File: src/rtl/rr_grant_arbiter.sv
// Four-way round-robin arbiter with a registered one-hot grant held until the owner releases.
// Define ARB_TIMEOUT_EN to revoke a grant after MAX_HOLD cycles and pulse timeout.
module rr_grant_arbiter #(
   parameter int MAX_HOLD = 8,
   parameter int CNT_W    = 8
) (
   input  logic       clk_i,
   input  logic       reset,
   input  logic [3:0] req,
   output logic [3:0] gnt,
   output logic [1:0] gnt_id,
   output logic       gnt_valid,
   output logic       timeout,
   output logic       dbg_state_o
);

   localparam logic [0:0] S_IDLE  = 1'b0;
   localparam logic [0:0] S_GRANT = 1'b1;
   localparam logic [CNT_W-1:0] HOLD_LAST = CNT_W'(MAX_HOLD - 1);

   // Handshake: req[k] is a level request; the owner keeps gnt while it holds
   // req[k] high, and dropping req[k] is the only way to hand the resource back
   // (apart from the optional hold limit). There is no backpressure path.
   logic [0:0]       state_q, state_d;
   logic [3:0]       gnt_q, gnt_d;
   logic [1:0]       gnt_id_q, gnt_id_d;
   logic [1:0]       ptr_q, ptr_d;
   logic [CNT_W-1:0] hold_cnt_q, hold_cnt_d;
   logic             timeout_q, timeout_d;

   logic             win_found;
   logic [1:0]       win_id;
   logic [1:0]       cand;

   // Search starts just after the last owner, so the last owner is tried last.
   always_comb begin
      win_found = 1'b0;
      win_id    = ptr_q;
      cand      = ptr_q;
      for (int i = 1; i <= 4; i++) begin
         cand = ptr_q + 2'(i);
         if (!win_found && req[cand]) begin
            win_found = 1'b1;
            win_id    = cand;
         end
      end
   end

   always_comb begin
      state_d    = state_q;
      gnt_d      = gnt_q;
      gnt_id_d   = gnt_id_q;
      ptr_d      = ptr_q;
      hold_cnt_d = hold_cnt_q;
      timeout_d  = 1'b0;
      case (state_q)
         S_IDLE: begin
            if (win_found) begin
               state_d    = S_GRANT;
               gnt_d      = 4'(1) << win_id;
               gnt_id_d   = win_id;
               ptr_d      = win_id;
               hold_cnt_d = '0;
            end
         end
         S_GRANT: begin
            if (!req[gnt_id_q]) begin
               state_d    = S_IDLE;
               gnt_d      = 4'b0000;
               hold_cnt_d = '0;
            end
`ifdef ARB_TIMEOUT_EN
            else if (hold_cnt_q == HOLD_LAST) begin
               state_d    = S_IDLE;
               gnt_d      = 4'b0000;
               hold_cnt_d = '0;
               timeout_d  = 1'b1;
            end
`endif
            else if (hold_cnt_q != HOLD_LAST) begin
               hold_cnt_d = hold_cnt_q + 1'b1;
            end
         end
         default: begin
            state_d    = S_IDLE;
            gnt_d      = 4'b0000;
            hold_cnt_d = '0;
         end
      endcase
   end

   always_ff @(posedge clk_i or posedge reset) begin
      if (reset) begin
         state_q    <= S_IDLE;
         gnt_q      <= 4'b0000;
         gnt_id_q   <= 2'b00;
         ptr_q      <= 2'b11;
         hold_cnt_q <= '0;
         timeout_q  <= 1'b0;
      end else begin
         state_q    <= state_d;
         gnt_q      <= gnt_d;
         gnt_id_q   <= gnt_id_d;
         ptr_q      <= ptr_d;
         hold_cnt_q <= hold_cnt_d;
         timeout_q  <= timeout_d;
      end
   end

   assign gnt         = gnt_q;
   assign gnt_id      = gnt_id_q;
   assign gnt_valid   = |gnt_q;
   assign timeout     = timeout_q;
   assign dbg_state_o = state_q[0];

endmodule
File: config.mk
export PLATFORM = sky130hd
export DESIGN_NAME = rr_grant_arbiter
export DESIGN_NICKNAME = d
export VERILOG_FILES = /design/src/rtl/rr_grant_arbiter.sv
export SDC_FILE = /design/constraint.sdc
export NUM_CORES = 1
export LEC_CHECK = 0
export CORE_AREA = 2 2 39 41
export DETAILED_ROUTE_END_ITERATION = 6
export DIE_AREA = 0 0 41 43
export HOLD_SLACK_MARGIN = 0.03
export PLACE_DENSITY = 0.68
export RECOVER_POWER = 50
export SLEW_MARGIN = 25
export SYNTH_ARGS = -nofsm -noshare
export SYNTH_HDL_FRONTEND = slang
export SYNTH_SLANG_ARGS = --single-unit
File: constraint.sdc
create_clock -name clk_i -period 2.1 [get_ports clk_i]
set_input_delay 0.21 -clock clk_i [delete_from_list [all_inputs] [get_ports clk_i]]
set_output_delay 0.21 -clock clk_i [all_outputs]
set_load 0.01 [all_outputs]
### Word-level counts from Yosys, hierarchy flattened

Cells that the tools add are included.

| storage, ports and cells | value |
|---|---|
| input bits | 6 |
| bits in registers | 9 |
| output and inout port bits | 9 |
| logic and storage cells | 49 |

| operators by class | value |
|---|---|
| equality and inequality tests | 2 |
| order comparisons | 5 |
| $add $sub $neg | 3 |
| multiplexer cells | 24 |
| reduce and logical (&&, ||, !) cells | 9 |
| bitwise logic cells | 1 |
| shifts and indexed selects | 1 |

Operators with widths:

| kind | count |
|---|---|
| 2-bit by 3-bit < comparator with 1-bit output (second input constant) | 5 |
| 1-bit 2-to-1 mux | 11 |
| 1-bit binary-select mux with 2-bit select | 5 |
| 2-bit 2-to-1 mux | 4 |
| 4-bit 2-to-1 mux | 2 |
| 4-bit case mux with 2 select lines | 1 |
| 2-bit adder (second input constant) | 2 |
| 2-bit inequality test (second input constant) | 2 |
| 2-bit AND reduction | 2 |
| 4-bit OR reduction | 1 |
| 1-bit by 2-bit left shift with 4-bit output (first input constant) | 1 |
| 1-bit logical AND | 3 |
| 1-bit logical NOT | 3 |
| 2-bit by 1-bit adder with 2-bit output (second input constant) | 1 |
| 1-bit case mux with 2 select lines | 1 |
| 1-bit NOT | 1 |

### Longest topological paths before layout

Gate-level depths: netlist (run 1).

| depth | value |
|---|---|
| depth after elaboration | 16 |
| gate-level depth with buffers | 5 |

### Worst setup path before layout (run 1)

OpenSTA, ideal clock, no wires.

| path | value |
|---|---|
| path type | flip-flop to flip-flop |
| from | reg gnt_id_q[0], in the netlist gnt_id[0] |
| to | reg gnt_q[2], in the netlist gnt[2] |
| arrival time | 1.385 ns |
| setup time | 0.121 ns |
| stages on the path, launching flop included | 4 |
| slack | 0.594 ns |
| data required time | 1.979 ns |
| cells stage by stage | dfrtp_1 mux4_2 mux2_4 a22o_1 |

| on the way | value |
|---|---|
| word-level cells in the longest chain between the ends | 4 |

RTL lines:

| item | line | source |
|---|---|---|
| start: declaration | 26 | `logic [1:0] gnt_id_q, gnt_id_d;` |
| start signal: assignment | 103 | `gnt_id_q <= gnt_id_d;` |
| 1-bit binary-select mux with 2-bit select | 67 | `if (!req[gnt_id_q]) begin` |
| 1-bit 2-to-1 mux (not written as such) | 67 |  |
| 2-bit inequality test (no line) | n/a |  |
| 2-bit AND reduction (no line) | n/a |  |
| end signal: assignment | 102 | `gnt_q <= gnt_d;` |
| end: declaration | 25 | `logic [3:0] gnt_q, gnt_d;` |

No other way between the ends. The select of a mux whose other input is x is not followed.
A chain may end at the register's enable or synchronous reset.

### Worst setup path in the final report (run 1)

| path | value |
|---|---|
| from | reg gnt_q[3], in the netlist gnt[3] |
| to | out gnt_valid |

| on the way | value |
|---|---|
| word-level cells in the longest chain between the ends | 1 |

RTL lines:

| item | line | source |
|---|---|---|
| 4-bit OR reduction | 112 | `assign gnt_valid = \|gnt_q;` |
| end: declaration | 12 | `output logic gnt_valid,` |

No other way between the ends.

==> results.md, run 1 <==
* WS Path Type: reg2out
* TritonRoute pass-1 iters at 4
* CP Launch Point: gnt[3]
* Syn nets at 55
* Met2 WL at 496 µm
* Clock Skew at 0.00314 ns
* GRT overflow at 0
* Wire length on met3 at about 70 µm
* Post-route insts no fill at 80
* Share of layout cells above drive strength 1 at 25.0%
* Post-synthesis cell type count at 32
* Mapped Cells at 49
* Hold Fails Final Rpt at 0
* Multi-input gate area at approximately 270 µm²
* Initial core utilization at about 38%
* I/O Buffers at 13
* Adder-cell share of the synthesized area at 0%
* Chip Height at 43 µm
* Reg area at approximately 230 µm²
* Max incr delay on CP at 0.52 ns
* Worst hold slack at 0.339 ns
* # fillers at roughly 140
* Worst r2r src: ptr_q[1]
* Largest family of logic cells by synthesized area: compound AO/OA/AOI/OAI gates
* GPL Wtd Cong at between 0.7 and 0.8
* Largest net degree at the start of global routing at 10
* Compound-Gate Fraction of Synth Area at 21.0%
* Number of enable flip-flop cells after synthesis at 0
* Critical path's top delay family: simple AND/OR/NAND/NOR gates
* Root Driver: clkbuf_4
* Most used DFF post-synth: dfrtp_1
* CP max-delay cell: or4_1
* WL/cell at 13.0 µm
* DR iter-0 viols at 14
* Clk slew on worst S/H paths at ~0.07 ns
* Clock latency on the worst-skew pair at 0.26 ns
* Top layer in use: met4
* CP endpoint kind: output port
* Final period util at 89.8%
* Max Slew Vio Count at 0
* Row count at 14
* DRT met1 WL at 462 µm
* Area Growth Syn to Fin at 30.7%
* First-pass GRT wire length at 1840 µm
* Crit path cell chain: or4_1 -> clkdlybuf4s50_1
* Status: finished clean
* Seq/Total Area, Yosys at 43.3%
* Hold_buf cts at 0
* Slew HR at 65.8%
* Synth cell count leaders: dfrtp_1, a21oi_1, nand2_1
* IO Count at 15
* Placed Cells at between 70 and 80
* Initial antenna violation count at 0
* Leakage power at 0.301 nW
* Die Area at 0.00176 mm²
* Die width at 41 µm
* Worst-margin pin slew at 0.512 ns
* Final setup TNS at 0 ns
* Setup Viol. Count Final at 0
* WP data arrival at 1.68 ns
* Synth Area in XOR/XNOR at 0%
* Net total in the final layout at 71
* CTS resizes at 0
* Yosys top cell by area: dfrtp_1
* DRT antenna net count at 0
* Post-Syn Area at about 530 µm²
* Drt via density at between 5 and 6
* DRC errors left at 0
* # diodes at 0
* Synthesized flop and latch total at 9
* Worst vdd ir at 0.000674 V
* PD cells at 1500 mW/mm²
* Detailed placer's ending HPWL at 772 µm
* Top-count cell post-synth: dfrtp_1
* Detailed-route wire length at 1040 µm
* RSZ-0062 raised after global routing: no
* Critical Path Source Type: flop
* Total GRT Usage at 15.6%
* Sink Count at 9
* Critical path buffers and inverters at 1
* Mux share of post-synthesis cell area at under 10%
* CTS tree: yes
* Longest Clk Path Bufs at 2
* Via count at 435
* Vias in the first global route at 396
* Fraction of registers with async set/reset at 100%
* Area share of the largest cell type after synthesis at 33.3%
* Warnings, synthesis at 0
* CP required at about 1.9 ns
* Cts bufs inserted at 3
* Hold/Removal Path Class: in2async
* CTS H-tree depth at 1
* Simple-gate share of the synthesized area at 20.2%
* Minimum clock period at 1.89 ns
* CORE AREA at 0.00138 mm²
* F_max at 530 MHz
* Max_cap viols at 0
* Post-Syn Area per Cell at 10.7 µm²
* Setup repair bufs after CTS at 0
* Top cells by area, synth: dfrtp_1, dfstp_2, mux4_2
* Crit-path max FO at 3
## cell usage in the layout (no fill, tap or decap)
master,instances
dfstp_2,2
nor2_2,1
nand3_1,1
mux2i_1,1
nand2b_1,1
nand3b_1,1
or3_1,1
nor4_2,1
buf_4,1
nor2_1,3
or4_1,1
nand2_1,4
o41ai_2,1
o21a_1,2
or2b_1,1
inv_1,2
mux2_4,1
a22o_1,1
clkdlybuf4s50_1,8
a311oi_2,1
clkbuf_1,1
a21o_2,1
and3b_2,1
nor2b_1,1
dfrtp_1,7
a21oi_1,4
a31o_2,1
mux4_2,1
o31ai_2,1
nor3_1,1
clkbuf_4,3
o21ai_0,1
dlygate4sd3_1,5
conb_1,1
## flip-flops by register name, indices dropped and copies added (netlist names)
signal,count
gnt,4
gnt_id,2
ptr_q,2
dbg_state_o,1
## worst paths after layout
check / end / slack, ns / cells after the start
worst max-delay path: gnt_valid / 0.21 / 2
worst max register to register: gnt[1] / 0.43 / 4
worst min register to register: gnt[3] / 0.52 / 2
min in group clk_i: gnt[3] / 0.52 / 2
max in group asynchronous: ptr_q[0] / 1.46 / 2
worst min-delay path: gnt[0] / 0.34 / 2
## cell type report
cell class	count	area share, %
tap	16	2.91
sequential	9	33.2
timing repair buffer	14	20.0
multi-input combinational	35	39.0
clock buffer	4	3.83
inverter	2	1.09
## metal layers
| layer | up-vias | GRT usage [%] |
|---|---|---|
| met3 | 2 | 4.71 |
| li1 | 209 | - |
| met2 | 17 | 20.9 |
| met4 | 0 | 8.00 |
| met1 | 207 | 22.0 |
| met5 | - | 0 |
## kinds of logic after synthesis
family                 Yosys count
and+or+nand+nor                 18
AOI/OAI and AO/OA               13
buffers and inverters            5
muxes                            3
DFF                              9
other                            1
## metrics by stage
stage / power (mW) / setup WS [ns] / util (%) / area (µm²)
6_report: 1.03 / 0.215 / 49.6 / 687
5_1_grt: 1.11 / 0.142 / 49.6 / 687
4_1_cts: 1.06 / 0.206 / 49.6 / 687
3_5_place_dp: 0.910 / 0.272 / 47.7 / 661
3_3_place_gp: 0.912 / 0.284 / 47.7 / 661
2_1_floorplan: 0.701 / 0.594 / - / 526
## power breakdown
part	leakage (nW)	total [mW]	internal, mW	switching [mW]
clock	0.0150	0.138	0.0734	0.0646
combinational	0.178	0.518	0.302	0.216
sequential	0.108	0.375	0.272	0.103
total	0.301	1.03	0.647	0.384
## worst reg2reg max path, delay by kind of cell, from the launching register on
kind             cells  cell delay [ns]
AO/OA/AOI/OAI        2             0.67
flip-flops           1             0.61
multiplexers         1             0.20
AND/OR/NAND/NOR      1             0.06
Power figures use the tool's default switching activity.
==> run 2: changes to the inputs <==
--- a/config.mk
+++ b/config.mk
@@ -5,11 +5,14 @@
 export SDC_FILE = /design/constraint.sdc
 export NUM_CORES = 1
 export LEC_CHECK = 0
-export CORE_AREA = 2 2 39 41
+export ABC_AREA = 1
+export ABC_CLOCK_PERIOD_IN_PS = 2100
+export CORE_AREA = 2 2 41 47
 export DETAILED_ROUTE_END_ITERATION = 6
-export DIE_AREA = 0 0 41 43
+export DIE_AREA = 0 0 43 49
+export GPL_TIMING_DRIVEN = 0
 export HOLD_SLACK_MARGIN = 0.03
-export PLACE_DENSITY = 0.68
+export PLACE_DENSITY = 0.75
 export RECOVER_POWER = 50
 export SLEW_MARGIN = 25
 export SYNTH_ARGS = -nofsm -noshare
==> results.md, run 2 <==
* Minimum clock period at 1.85 ns (-0.0326 ns)
* Sink Count at 9 (unchanged)
* Worst r2r src: ptr_q[0]
* Post-Layout Inst Area at 972 µm² (+42%)
* Net total in the final layout at 140 (+97%)
* Reg2reg end: gnt[2]
* Clk slew on worst S/H paths at 0.06 ns (about the same)
* RSZ-0062 raised after global routing: no
* Setup repair bufs after CTS at 0 (unchanged)
* IO Count at 15 (unchanged)
* Root Driver: clkbuf_4
* CP endpoint kind: output port
* Status: finished clean
* WL/cell at 10.7 µm (-18%)
* Drt via density at 4.85 (-11%)
* Fraction of registers with async set/reset at 100% (unchanged)
* Warnings, synthesis at 0 (unchanged)
* Yosys top cell by area: nand2_1
* Reg2Reg Depth at 12 (+8)
* Worst hold slack at 0.343 ns (+0.00442 ns)
* CTS tree: yes
* CP required at 1.89 ns (about the same)
* Pwr Total at 1.83 mW (+78%)
* Post-Syn Area at 793 µm² (+51%)
* Worst vdd ir at 0.00101 V (+50%)
* DRC errors left at 0 (unchanged)
* Via count at 732 (+68%)
* Crit-path max FO at 3 (unchanged)
* TritonRoute pass-1 iters at 4 (unchanged)
* Clock Skew at 0.000568 ns (-0.00257 ns)
* Max_cap viols at 0 (unchanged)
* F_max at 540 MHz (+1.8%)
* Chip Height at 49 µm (+14%)
* CORE AREA at 0.00168 mm² (+22%)
* Top cells by area, synth: nand2_1, dfrtp_1, nand2_2
* Placed inst area at 946 µm² (+43%)
* Initial antenna violation count at 0 (unchanged)
* Syn nets at 122 (+120%)
* Longest Clk Path Bufs at 2 (unchanged)
* Post-route insts no fill at 151 (+89%)
* # diodes at 0 (unchanged)
* Number of enable flip-flop cells after synthesis at 0 (unchanged)
* Hold/Removal Path Class: in2async
* Area share of the largest cell type after synthesis at 22.2% (-11 points)
* Vias in the first global route at 703 (+78%)
* Post-Syn Area per Cell at 6.84 µm² (-36%)
* DRT antenna net count at 0 (unchanged)
* Placed Cells at 147 (+93%)
* DR iter-0 viols at 18 (+4)
* Cts bufs inserted at 3 (unchanged)
* Area Growth Syn to Fin at 22.6%
* Synthesized flop and latch total at 9 (unchanged)
* Post-Place Worst Slack at 0.370 ns (+0.0974 ns)
* WS Path Type: reg2out
* Critical Path Source Type: flop
* Commonest cells after routing, fill and taps aside: nand2_1, nand3_1, nand2_2
* Util after Layout at 57.8% (+8.2 points)
* Max reg flops at 4 (unchanged)
* Commonest non-fill, non-tap cell in the layout: nand2_1
* Detailed-route wire length at 1620 µm (+56%)
* GPL Wtd Cong at 0.826 (+5.5%)
* Reg-to-reg setup timing slack at 0.42 ns (about the same)
* Synth cell count leaders: nand2_1, nand3_1, nand2_2
* Share of layout cells above drive strength 1 at 25.6% (+0.56 points)
* Largest net degree at the start of global routing at 11 (+1)
* WP data arrival at 1.64 ns (-0.04 ns)
* Die Area at 0.00211 mm² (+20%)
* GRT overflow at 0 (unchanged)
* Die width at 43 µm (+4.9%)
* CTS H-tree depth at 1 (unchanged)
* First-pass GRT wire length at 2960 µm (+61%)
* Clock latency on the worst-skew pair at 0.25 ns (about the same)
* Leakage power at 0.518 nW (+72%)
* Setup Viol. Count Final at 0 (unchanged)
* Initial core utilization at 47.2% (+9.2 points)
* I/O Buffers at 13 (unchanged)
* CTS resizes at 0 (unchanged)
* Final setup TNS at 0 ns (unchanged)
* Mapped Cells at 116 (+140%)
* PD cells at 1880 mW/mm² (+25%)
* Final period util at 88.2% (-1.6 points)
* Max Slew Vio Count at 0 (unchanged)
* Post-synthesis cell type count at 24 (-25%)
* Seq/Total Area, Yosys at 28.7% (-15 points)
* Hold_buf cts at 0 (unchanged)
* Setup WS post-layout at 0.247 ns (+0.0326 ns)
* Hold Fails Final Rpt at 0 (unchanged)
* Detailed placer's ending HPWL at 1340 µm (+74%)
* Row count at 16 (+2)
* Most used DFF post-synth: dfrtp_1
* Total GRT Usage at 18.4% (+2.8 points)
* Top-count cell post-synth: nand2_1
[run 2: logic make-up after synthesis]
family / count (synthesis) / synth area share [%]
buf+inv: 14 / 10.9
other cells: 1 / 0.473
compound gates: 9 / 5.99
simple gates: 83 / 53.9
flops: 9 / 28.7
[run 2: cell type report]
type / count / area [µm²]
flip-flops and latches: 9 / 228
repair buffers: 13 / 130
fillers: 160 / 709
inverters: 11 / 56.3
well taps: 18 / 22.5
multi-input cells: 93 / 479
plain buffers: 3 / 30.0
clock buffers: 4 / 26.3
[run 2: worst max path at each step]
stage	start	to	slack, ns	cells past startpoint
after detailed placement	req[3]	gnt[2]	0.37	12
after floorplan	ptr_q[0]	gnt_id[0]	0.57	12
final	gnt[3]	gnt_valid	0.25	2
after CTS	gnt[3]	gnt_valid	0.23	2
after global placement	req[3]	gnt[2]	0.38	12
after global routing	gnt[3]	gnt_valid	0.16	2
[run 2: power by group]
group | switching, mW | internal [mW] | total [mW] | leakage [nW]
Combinational | 0.866 | 0.512 | 1.38 | 0.394
Clock | 0.0556 | 0.0729 | 0.128 | 0.0150
Sequential | 0.0528 | 0.271 | 0.324 | 0.110
[run 2: worst max-delay path: stages (launching register included)]
cell             delay [ns]
dfrtp_1                0.38
or4_1                  0.52
clkdlybuf4s50_1        0.49
[run 2: per-layer routing]
| layer | vias to the layer above | global-route usage, % | routed length, µm |
|---|---|---|---|
| met2 | 9 | 31.1 | 846 |
| met4 | 0 | 10.6 | 36 |
| met3 | 4 | 2.22 | 14 |
| met5 | - | 0 | 0 |
| li1 | 397 | - | - |
| met1 | 322 | 22.1 | 724 |
